$ cat config.mk
export PLATFORM = sky130hd
export DESIGN_NAME = mem_arbiter
export DESIGN_NICKNAME = d
export VERILOG_FILES = /design/src/rtl/mem_arbiter.sv
export SDC_FILE = /design/constraint.sdc
export NUM_CORES = 1
export LEC_CHECK = 0
export CAP_MARGIN = 20
export CORE_MARGIN = 2
export CORE_UTILIZATION = 41
export DETAILED_ROUTE_END_ITERATION = 10
export PLACE_DENSITY = 0.78
export RECOVER_POWER = 50
export SYNTH_ARGS = -nofsm -noshare
export SYNTH_HDL_FRONTEND = slang
export SYNTH_SLANG_ARGS = --single-unit
$ cat constraint.sdc
create_clock -name clk -period 1.99 [get_ports clk]
set_input_delay 0.2985 -clock clk [delete_from_list [all_inputs] [get_ports clk]]
set_output_delay 0.2985 -clock clk [all_outputs]
set_load 0.02 [all_outputs]
$ cat src/rtl/mem_arbiter.sv
// -----------------------------------------------------------------------------
// mem_arbiter
//
// Arbiter and access sequencer for the unified instruction/data memory of the
// multicycle accumulator CPU. The memory is shared between the CPU controller
// and an external loader/debug port. The arbiter latches the winning request
// and drives the memory for MEM_LAT cycles. It then returns read data together
// with a one-cycle acknowledge.
//
// Optional feature macro: MEM_ARB_RR_EN
//   defined   -> round-robin tie break (alternates on saturating requesters)
//   undefined -> fixed priority, the CPU wins every tie
//
// Ports:
//   clk, reset                 clock, synchronous active-high reset
//   cpu_req/we/addr/wdata      CPU request, held stable until cpu_ack
//   cpu_rdata, cpu_ack         CPU read data (valid with ack), one-cycle ack
//   cpu_stall                  cpu_req & ~cpu_ack, freezes the controller
//   ext_req/we/addr/wdata      external port request, same rules as the CPU
//   ext_rdata, ext_ack         external read data and one-cycle ack
//   mem_en/we/addr/wdata       registered memory strobes and operands
//   mem_rdata                  memory read data
//   owner_ext                  current or last grant went to the external port
//   busy                       arbiter is not idle
// -----------------------------------------------------------------------------
module mem_arbiter #(
   parameter int AW      = 8,
   parameter int DW      = 16,
   parameter int MEM_LAT = 2
) (
   input  logic          clk,
   input  logic          reset,
   input  logic          cpu_req,
   input  logic          cpu_we,
   input  logic [AW-1:0] cpu_addr,
   input  logic [DW-1:0] cpu_wdata,
   output logic [DW-1:0] cpu_rdata,
   output logic          cpu_ack,
   output logic          cpu_stall,
   input  logic          ext_req,
   input  logic          ext_we,
   input  logic [AW-1:0] ext_addr,
   input  logic [DW-1:0] ext_wdata,
   output logic [DW-1:0] ext_rdata,
   output logic          ext_ack,
   output logic          mem_en,
   output logic          mem_we,
   output logic [AW-1:0] mem_addr,
   output logic [DW-1:0] mem_wdata,
   input  logic [DW-1:0] mem_rdata,
   output logic          owner_ext,
   output logic          busy
);

   typedef enum logic [1:0] {
      IDLE   = 2'd0,
      ACCESS = 2'd1,
      DONE   = 2'd2
   } state_t;

   // Counter counts down from MEM_LAT-1 to 0; the access ends on the zero cycle.
   localparam logic [3:0] CNT_LOAD = 4'(MEM_LAT - 1);

   state_t        state_q, state_d;
   logic [3:0]    cnt_q, cnt_d;
   logic          we_q, we_d;
   logic [AW-1:0] addr_q, addr_d;
   logic [DW-1:0] wdata_q, wdata_d;
   logic          owner_ext_q, owner_ext_d;
   logic          mem_en_q, mem_en_d;
   logic          mem_we_q, mem_we_d;
   logic          cpu_ack_q, cpu_ack_d;
   logic          ext_ack_q, ext_ack_d;
   logic [DW-1:0] cpu_rdata_q, cpu_rdata_d;
   logic [DW-1:0] ext_rdata_q, ext_rdata_d;
   logic          tie_to_ext;
   logic          grant_ext;

   // Who wins when both sides request in the same IDLE cycle.
`ifdef MEM_ARB_RR_EN
   // owner_ext names the last winner, so the other side takes the tie.
   assign tie_to_ext = ~owner_ext_q;
`else
   assign tie_to_ext = 1'b0;
`endif

   always_comb begin
      // NOTE: every signal written here gets a default first, so no path through
      // the case statement can leave it unassigned and infer a latch.
      state_d     = state_q;
      cnt_d       = cnt_q;
      we_d        = we_q;
      addr_d      = addr_q;
      wdata_d     = wdata_q;
      owner_ext_d = owner_ext_q;
      cpu_rdata_d = cpu_rdata_q;
      ext_rdata_d = ext_rdata_q;
      grant_ext   = 1'b0;

      case (state_q)
         IDLE: begin
            if (cpu_req || ext_req) begin
               grant_ext   = ext_req & (~cpu_req | tie_to_ext);
               owner_ext_d = grant_ext;
               we_d        = grant_ext ? ext_we    : cpu_we;
               addr_d      = grant_ext ? ext_addr  : cpu_addr;
               wdata_d     = grant_ext ? ext_wdata : cpu_wdata;
               cnt_d       = CNT_LOAD;
               state_d     = ACCESS;
            end
         end
         ACCESS: begin
            if (cnt_q != 4'd0) begin
               cnt_d = cnt_q - 4'd1;
            end else begin
               // Final access cycle: memory data is valid at this closing edge.
               if (!we_q) begin
                  if (owner_ext_q) ext_rdata_d = mem_rdata;
                  else             cpu_rdata_d = mem_rdata;
               end
               state_d = DONE;
            end
         end
         DONE:    state_d = IDLE;
         default: state_d = IDLE;
      endcase

      // Strobes and acks are computed from the next state and registered, so
      // the memory sees glitch-free, state-aligned signals.
      mem_en_d  = (state_d == ACCESS);
      mem_we_d  = (state_d == ACCESS) & we_d;
      cpu_ack_d = (state_d == DONE) & ~owner_ext_d;
      ext_ack_d = (state_d == DONE) &  owner_ext_d;
   end

   always_ff @(posedge clk) begin
      // NOTE: state is updated with non-blocking assignments so every flop
      // samples the pre-edge values regardless of statement order.
      if (reset) begin
         state_q     <= IDLE;
         cnt_q       <= 4'd0;
         we_q        <= 1'b0;
         addr_q      <= '0;
         wdata_q     <= '0;
         owner_ext_q <= 1'b1;   // CPU wins the first tie under round-robin
         mem_en_q    <= 1'b0;
         mem_we_q    <= 1'b0;
         cpu_ack_q   <= 1'b0;
         ext_ack_q   <= 1'b0;
         cpu_rdata_q <= '0;
         ext_rdata_q <= '0;
      end else begin
         state_q     <= state_d;
         cnt_q       <= cnt_d;
         we_q        <= we_d;
         addr_q      <= addr_d;
         wdata_q     <= wdata_d;
         owner_ext_q <= owner_ext_d;
         mem_en_q    <= mem_en_d;
         mem_we_q    <= mem_we_d;
         cpu_ack_q   <= cpu_ack_d;
         ext_ack_q   <= ext_ack_d;
         cpu_rdata_q <= cpu_rdata_d;
         ext_rdata_q <= ext_rdata_d;
      end
   end

   assign cpu_rdata = cpu_rdata_q;
   assign cpu_ack   = cpu_ack_q;
   assign cpu_stall = cpu_req & ~cpu_ack_q;
   assign ext_rdata = ext_rdata_q;
   assign ext_ack   = ext_ack_q;
   assign mem_en    = mem_en_q;
   assign mem_we    = mem_we_q;
   assign mem_addr  = addr_q;
   assign mem_wdata = wdata_q;
   assign owner_ext = owner_ext_q;
   assign busy      = (state_q != IDLE);

endmodule

* After elaboration in Yosys (flattened, before gate mapping) *
Index checks and enable logic that the tools add are counted.

word-level totals
  word-level logic and storage cells = 51
  bits in registers = 68
  bits in writable memories = 0
  ROM bits = 0
  input bits = 70
  bits in latches = 0
  memories kept = 0

operators by class
  div/mod/pow operators = 0
  multipliers = 0
  multiplexer cells = 13
  shifts and indexed selects = 0
  $lt $le $gt $ge = 0
  bitwise operators = 11
  equality and inequality tests = 5
  reductions and logical operators = 9
  add/sub/neg operators = 1

operator list
  kind                 number
  $mux 16              1
  $mux 4               2
  $mux 8               1
  $pmux 4 s2           1
  $reduce_and 4->1     2
  $not 1->1            6
  $and 1x1->1          5
  $mux 1               5
  $eq 2x1->1 const B   2
  $mux 2               2
  $ne 2x2->1 const B   2
  $pmux 2 s2           1
  $reduce_bool 2->1    2
  $reduce_bool 4->1    1
  $sub 4x1->4 const B  1
  $reduce_and 3->1     1
  $eq 2x2->1 const B   1
  $logic_not 2->1      1
  $reduce_and 2->1     1
  $logic_or 1x1->1     1

* Depth between registers and ports, before layout *
Gate-level depths: netlist of run 1.

  depth in word-level cells = 6
  depth in mapped cells = 7
  gate-level depth less buffers = 5

* Worst setup path after synthesis of run 1 *
No wires, ideal clock.

  kind = reg2reg
  start = register cnt_q[0]
  end = register ext_rdata_q[14] (netlist: ext_rdata[14])
  arrival = 1.396 ns
  path buffers = 2
  setup time = 0.132 ns
  setup slack = 0.462 ns
  stages on the path, launching flop included = 8
  required time = 1.858 ns
  path through = dfxtp_1 -> inv_1 -> ha_1 -> or3b_1 -> buf_2 -> clkbuf_1 -> o21ai_0 -> a21oi_1

between the ends
  word-level cells in the longest chain between the ends = 3

RTL lines
  item                        RTL line  text
  from (decl)                 65        logic [3:0] cnt_q, cnt_d;
  from (signal assigned)      154       cnt_q <= cnt_d;
  $reduce_bool 4->1           113       if (cnt_q != 4'd0) begin
  $not 1->1 (no line)         n/a
  $reduce_and 4->1 (no line)  n/a
  to (signal assigned)        164       ext_rdata_q <= ext_rdata_d;
  to (decl)                   75        logic [DW-1:0] ext_rdata_q, ext_rdata_d;

No other way between the ends.
A chain may end at the register's enable or synchronous reset.

* Final worst setup path of run 1 *
  start = register state_q[1]
  end = output port busy

between the ends
  word-level cells in the longest chain between the ends = 1

RTL lines
  item                    RTL line  text
  from (decl)             64        state_t state_q, state_d;
  from (signal assigned)  153       state_q <= state_d;
  $reduce_bool 2->1       178       assign busy = (state_q != IDLE);
  to (decl)               52        output logic busy

No other way between the ends.

==> results_dict.tcl, run 1 <==
set metrics [dict create \
    cp-start-kind "flip-flop" \
    crit_type "reg2out" \
    max_freq_mhz 522 \
    yosys.area.top_type "dfxtp_1" \
    antenna_found_initial 0 \
    portBuffers 132 \
    avgViaCountPerCell 5.26 \
    yosysUniqueCellTypes 41 \
    slew_viol_final 0 \
    mostFrequentLayoutCells "74 x clkdlybuf4s50_1, 66 x dfxtp_1, 62 x a21oi_1" \
    finalSetupTns_ns 0 \
    syn_nets 388 \
    core_area_um2 6830 \
    synth_area_um2 2900 \
    worst_pin_slew_ns 0.947 \
    via_count 2851 \
    critPathCaptureType "primary output" \
    max-vdd-ir-drop_mv 0.340 \
    numCtsBuffers 9 \
    start_util 0.425 \
    crit_arrival_ns 1.62 \
    seq_area_um2 1360 \
    grt_first_pass_wirelength_um 12700 \
    synth_edf_count 0 \
    dr.pass1.iters 4 \
    synth.area.top_cells "dfxtp_1 47%, a21oi_1 11%, mux2i_1 8.3%" \
    fp.dieW_um 88.1 \
    clock_sinks 68 \
    instances_no_fill 542 \
    seq_area_frac_synth 0.469 \
    power.leakage_nw 1.84 \
    io_pins 133 \
    finalCritPeriodShare 0.963 \
    synth_top_area_share 0.469 \
    finalSetupViolations 0 \
    crit_path_max_fanout 8 \
    ctsHoldBuffers 0 \
    antenna_cells 0 \
    gr-usage-all-layers 0.212 \
    cts_root_buffer "clkbuf_8" \
    worstSkewPairLatency_ns 0.34 \
    finalPower_mw 3.74 \
    max-slew-margin-rel 0.368 \
    drive_gt1_frac 0.0874 \
    dieHeight_um 88.1 \
    grt_pass1_vias 2604 \
    powerDensity_nw_per_um2 830 \
    layout_commonest_cell "clkdlybuf4s50_1" \
    final.min_clock_period_ns 1.92 \
    finalHoldViolCount 0 \
    cts_tree "yes" \
    hold_slack_ns 0.432 \
    drtIter0Drc 177 \
    grt_max_degree 34 \
    clk_pin_slew_ns 0.07 \
    hpwl_um 5880 \
    maxCapViolCount 0 \
    status "complete, no violations" \
    htreeDepth 3 \
    nNetsFinal 513 \
    wl_per_cell_um 14.9 \
    route.detailed.drc 0 \
    async_flop_share 0 \
    ctsLongestPathBuffers 2 \
    hold_path_class "in2reg" \
    drt.antenna.violating_nets 0 \
    yosysWarnings 0 \
    grt_setup_unrepaired "no" \
    ys_ff_latch 68 \
    fin_skew_ns 0.00911 \
    fillers 605 \
    min_delay_path_depth 2 \
    synthCells 316 \
    gp_congestion 0.816 \
    fp-row-count 30 \
    ys.flop_type "dfxtp_1" \
    area_delta_synth_final_pct 55.4 \
    crit_required_ns 1.69 \
    multi_input_area_um2 1360 \
    dieArea_um2 7760 \
    wirelength_um 8080 \
    grt_overflow 0 \
    ff2ff_path_depth 6 \
    postSynthAreaPerCell_um2 9.18 \
    dp.cells 526 \
]
==> cells by family (layout without fill, tap and decap cells) <==
family                   after synthesis  in the layout  share of synthesized area
AO/OA/AOI/OAI                        128            128                      0.250
adder cells (fa/ha/maj)                2              2                    0.00863
buffers and inverters                 35            165                     0.0604
flip-flops                            68             68                      0.469
multiplexers                          24             24                     0.0828
AND/OR/NAND/NOR                       59             59                      0.129
==> final cells by class <==
type,instances,area share
clock buffers,12,0.0344
clock inverters,4,0.0105
inverters,4,0.00333
multi-input cells,213,0.301
flip-flops and latches,68,0.303
well taps,96,0.0266
repair buffers,145,0.321
==> critical path, cell delays in order, from the launching register on <==
cell and delay [ns]:
dfxtp_2 0.43, nor2_4 0.06, inv_1 0.16, clkdlybuf4s50_1 0.64
==> synth_stat cells, types with 4 or more instances <==
cell type	number
buf_2	9
mux2i_1	24
a211oi_1	24
dfxtp_1	68
buf_4	4
inv_1	4
o21ai_0	25
a21oi_1	62
o21ai_1	9
nand3_1	32
clkbuf_1	14
==> routing by layer <==
metal	vias to the layer above	wire length [µm]	track usage
met2	154	3690	0.337
met3	11	945	0.0867
met4	0	138	0.0730
met5	-	0	0
li1	1411	-	-
met1	1275	3310	0.262
==> state kept, by name, indices dropped and copies added, names as in the netlist <==
register / flops
cnt_q: 4
ext_rdata: 16
mem_wdata: 16
mem_en: 1
state_q: 2
owner_ext: 1
mem_addr: 8
mem_we: 1
cpu_rdata: 16
cpu_ack: 1
ext_ack: 1
we_q: 1
==> per-stage QoR <==
stage,setup slack [ns],area [µm²],utilization
after floorplan,0.462,2900,-
final,0.0727,4510,0.660
after global placement,-0.0418,4320,0.632
after global routing,0.00881,4510,0.660
after detailed placement,-0.0844,4320,0.632
after CTS,0.0691,4520,0.662
==> report_power, final <==
group	switching [mW]	total, mW	internal, mW
Clock	0.511	1.15	0.644
Sequential	0.0756	1.56	1.48
Combinational	0.565	1.02	0.460
==> path summary, 6_finish.rpt <==
check,end,start,slack (ns)
setup / recovery,busy,state_q[1],0.07
hold / removal,cpu_rdata[12],reset,0.43
setup reg to reg,cnt_q[1],cnt_q[0],0.24
hold reg to reg,cpu_rdata[9],cpu_rdata[9],0.46
==> repair_timing <==
| item | in CTS | in global routing |
|---|---|---|
| resized for setup | 3 | 0 |
| setup endpoints to repair | 2 | 0 |
| setup buffers | 0 | 0 |
Power figures use the tool's default switching activity.
==> inputs of run 2 (changes only) <==
Settings changed: ABC_AREA set to 1, CORE_UTILIZATION 41 to 42, GPL_ROUTABILITY_DRIVEN set to 0, SKIP_CTS_REPAIR_TIMING set to 1.
==> results_dict.tcl, run 2 <==
set metrics [dict create \
    yosysUniqueCellTypes 22 \
    clock_sinks 68 \
    seq_area_frac_synth 0.452 \
    powerDensity_nw_per_um2 855 \
    fin_skew_ns 0.00551 \
    reg2reg_to "cpu_rdata[11]" \
    slew_viol_final 0 \
    ff2ff_path_depth 7 \
    hold_slack_ns 0.477 \
    maxCapViolCount 0 \
    min_to "cpu_rdata[11]" \
    antenna_found_initial 0 \
    avgViaCountPerCell 4.48 \
    grt_first_pass_wirelength_um 11600 \
    finalSetupViolations 0 \
    core_area_um2 6870 \
    pre_cts_slack_ns 0.123 \
    portBuffers 132 \
    postLayoutCellArea_um2 4480 \
    area_delta_synth_final_pct 48.5 \
    dieHeight_um 88.7 \
    worstSkewPairLatency_ns 0.33 \
    nNetsFinal 636 \
    power.internal_mw 2.56 \
    crit_required_ns 1.69 \
    drtIter0Drc 71 \
    finalSetupTns_ns 0 \
    max_freq_mhz 539 \
    synthCells 438 \
    wl_per_cell_um 11.2 \
    grt_max_degree 41 \
    finalHoldViolCount 0 \
    critPathCaptureType "primary output" \
    status "complete, no violations" \
    timing.final.ws_setup_ns 0.136 \
    yosys.area.top_type "dfxtp_1" \
    drt.antenna.violating_nets 0 \
    p_sw_frac 0.331 \
    drive_gt1_frac 0.0668 \
    power.leakage_nw 2.03 \
    clk_pin_slew_ns 0.07 \
    instances_no_fill 665 \
    crit_type "in2out" \
    ys_ff_latch 68 \
    grt_overflow 0 \
    crit_arrival_ns 1.56 \
    mostFrequentLayoutCells "137 x nand2_1, 123 x nor2_1, 114 x clkdlybuf4s50_1" \
    synth_edf_count 0 \
    ys.flop_type "dfxtp_1" \
    finalCritPeriodShare 0.932 \
    cp-start-kind "input port" \
    wirelength_um 7440 \
    start_util 0.439 \
    gr-usage-all-layers 0.192 \
    numCtsBuffers 9 \
    seq_power_share 0.424 \
    hpwl_um 5410 \
    grt_setup_unrepaired "no" \
    r2r_start "cnt_q[0]" \
    worst_pin_slew_ns 0.694 \
    ctsLongestPathBuffers 2 \
    combPwrFrac 0.319 \
    dp.cells 649 \
    layout_commonest_cell "nand2_1" \
    final.min_clock_period_ns 1.85 \
    postSynthAreaPerCell_um2 6.88 \
    io_pins 133 \
    cts_tree "yes" \
    cts_root_buffer "clkbuf_8" \
    grt_pass1_vias 2668 \
    dieArea_um2 7870 \
    syn_nets 510 \
    clkPwrFrac 0.257 \
    fp-row-count 30 \
    crit_path_max_fanout 3 \
    min_delay_path_depth 2 \
    r2r_setup_slack_ns 0.26 \
    hold_path_class "reg2reg" \
    max-slew-margin-rel 0.537 \
    antenna_cells 0 \
    fillers 603 \
    synth_top_area_share 0.452 \
    async_flop_share 0 \
    p_sw_mw 1.26 \
    dr.pass1.iters 4 \
    fp.dieW_um 88.7 \
    hold_start "cpu_rdata[11]" \
    synth_area_um2 3010 \
    yosysMostFrequentCell "nand2_1" \
    multi_input_area_um2 1350 \
    yosysWarnings 0 \
    placed_cell_area_um2 4320 \
    htreeDepth 3 \
    max-vdd-ir-drop_mv 0.356 \
    synth.area.top_cells "dfxtp_1 45%, nand2_1 17%, nor2_1 15%" \
    synthTopCellsByCount "137 x nand2_1, 123 x nor2_1, 68 x dfxtp_1" \
    seq_area_um2 1360 \
    route.detailed.drc 0 \
    via_count 2979 \
]
-- run 2: cell count changes after synthesis, sizes merged, moves of 3 or more --
cell,delta
nand3,-25
o21ai,-8
nand2,+145
a211oi,-24
nand2b,-3
inv,+24
mux2i,-24
a21oi,-57
buf,+6
nor2,+125
clkbuf,-15
-- run 2: worst max path at each step --
stage,start,endpoint,slack [ns],cells after the start
global route,ext_req,cnt_q[3],0.03,6
global placement,cpu_req,cpu_stall,0.16,4
CTS,state_q[1],busy,0.12,3
floorplan,cnt_q[0],ext_rdata[0],0.71,8
detailed placement,cpu_req,cpu_stall,0.12,4
finish,cpu_req,cpu_stall,0.14,4
-- run 2: worst max-delay path, cell delays in order --
cell and delay [ns]:
clkdlybuf4s50_1 0.48, inv_1 0.07, nor2_1 0.09, clkdlybuf4s50_1 0.61
-- run 2: final cells by class --
type                            count  area share
Timing Repair Buffer              137       0.306
Sequential cell                    68       0.304
Multi-Input combinational cell    320       0.301
Clock buffer                       11      0.0316
Tap cell                           96      0.0268
Inverter                           28      0.0235
Clock inverter                      5     0.00615
-- run 2: through the flow --
| step | utilization | power (mW) |
|---|---|---|
| after floorplan | - | 2.40 |
| after global placement | 0.629 | 2.88 |
| after detailed placement | 0.629 | 2.90 |
| after CTS | 0.653 | 3.88 |
| after global routing | 0.652 | 4.07 |
| final | 0.652 | 3.83 |
-- run 2: metal layers --
layer | vias to the layer above | part of all wire | global-route usage
li1 | 1570 | - | -
met1 | 1284 | 0.44 | 0.224
met2 | 118 | 0.44 | 0.317
met3 | 7 | 0.11 | 0.0877
met4 | 0 | 0.010 | 0.0579
met5 | - | 0 | 0
-- run 2: kinds of logic (layout without fill, tap and decap cells) --
logic type,after synthesis,count (layout),share of synthesized area
and+or+nand+nor,286,286,0.389
DFF,68,68,0.452
buffers and inverters,50,181,0.0967
AOI/OAI and AO/OA,32,32,0.0544
adders and majority gates,2,2,0.00830
-- run 2: power by group through the flow --
stage          Combinational, mW  Sequential, mW  Clock, mW
6_report                    1.22            1.62      0.983
5_1_grt                     1.34            1.65       1.08
4_1_cts                     1.25            1.63       1.01
3_5_place_dp                1.25            1.65          0
3_3_place_gp                1.23            1.65          0
2_1_floorplan              0.559            1.84          0
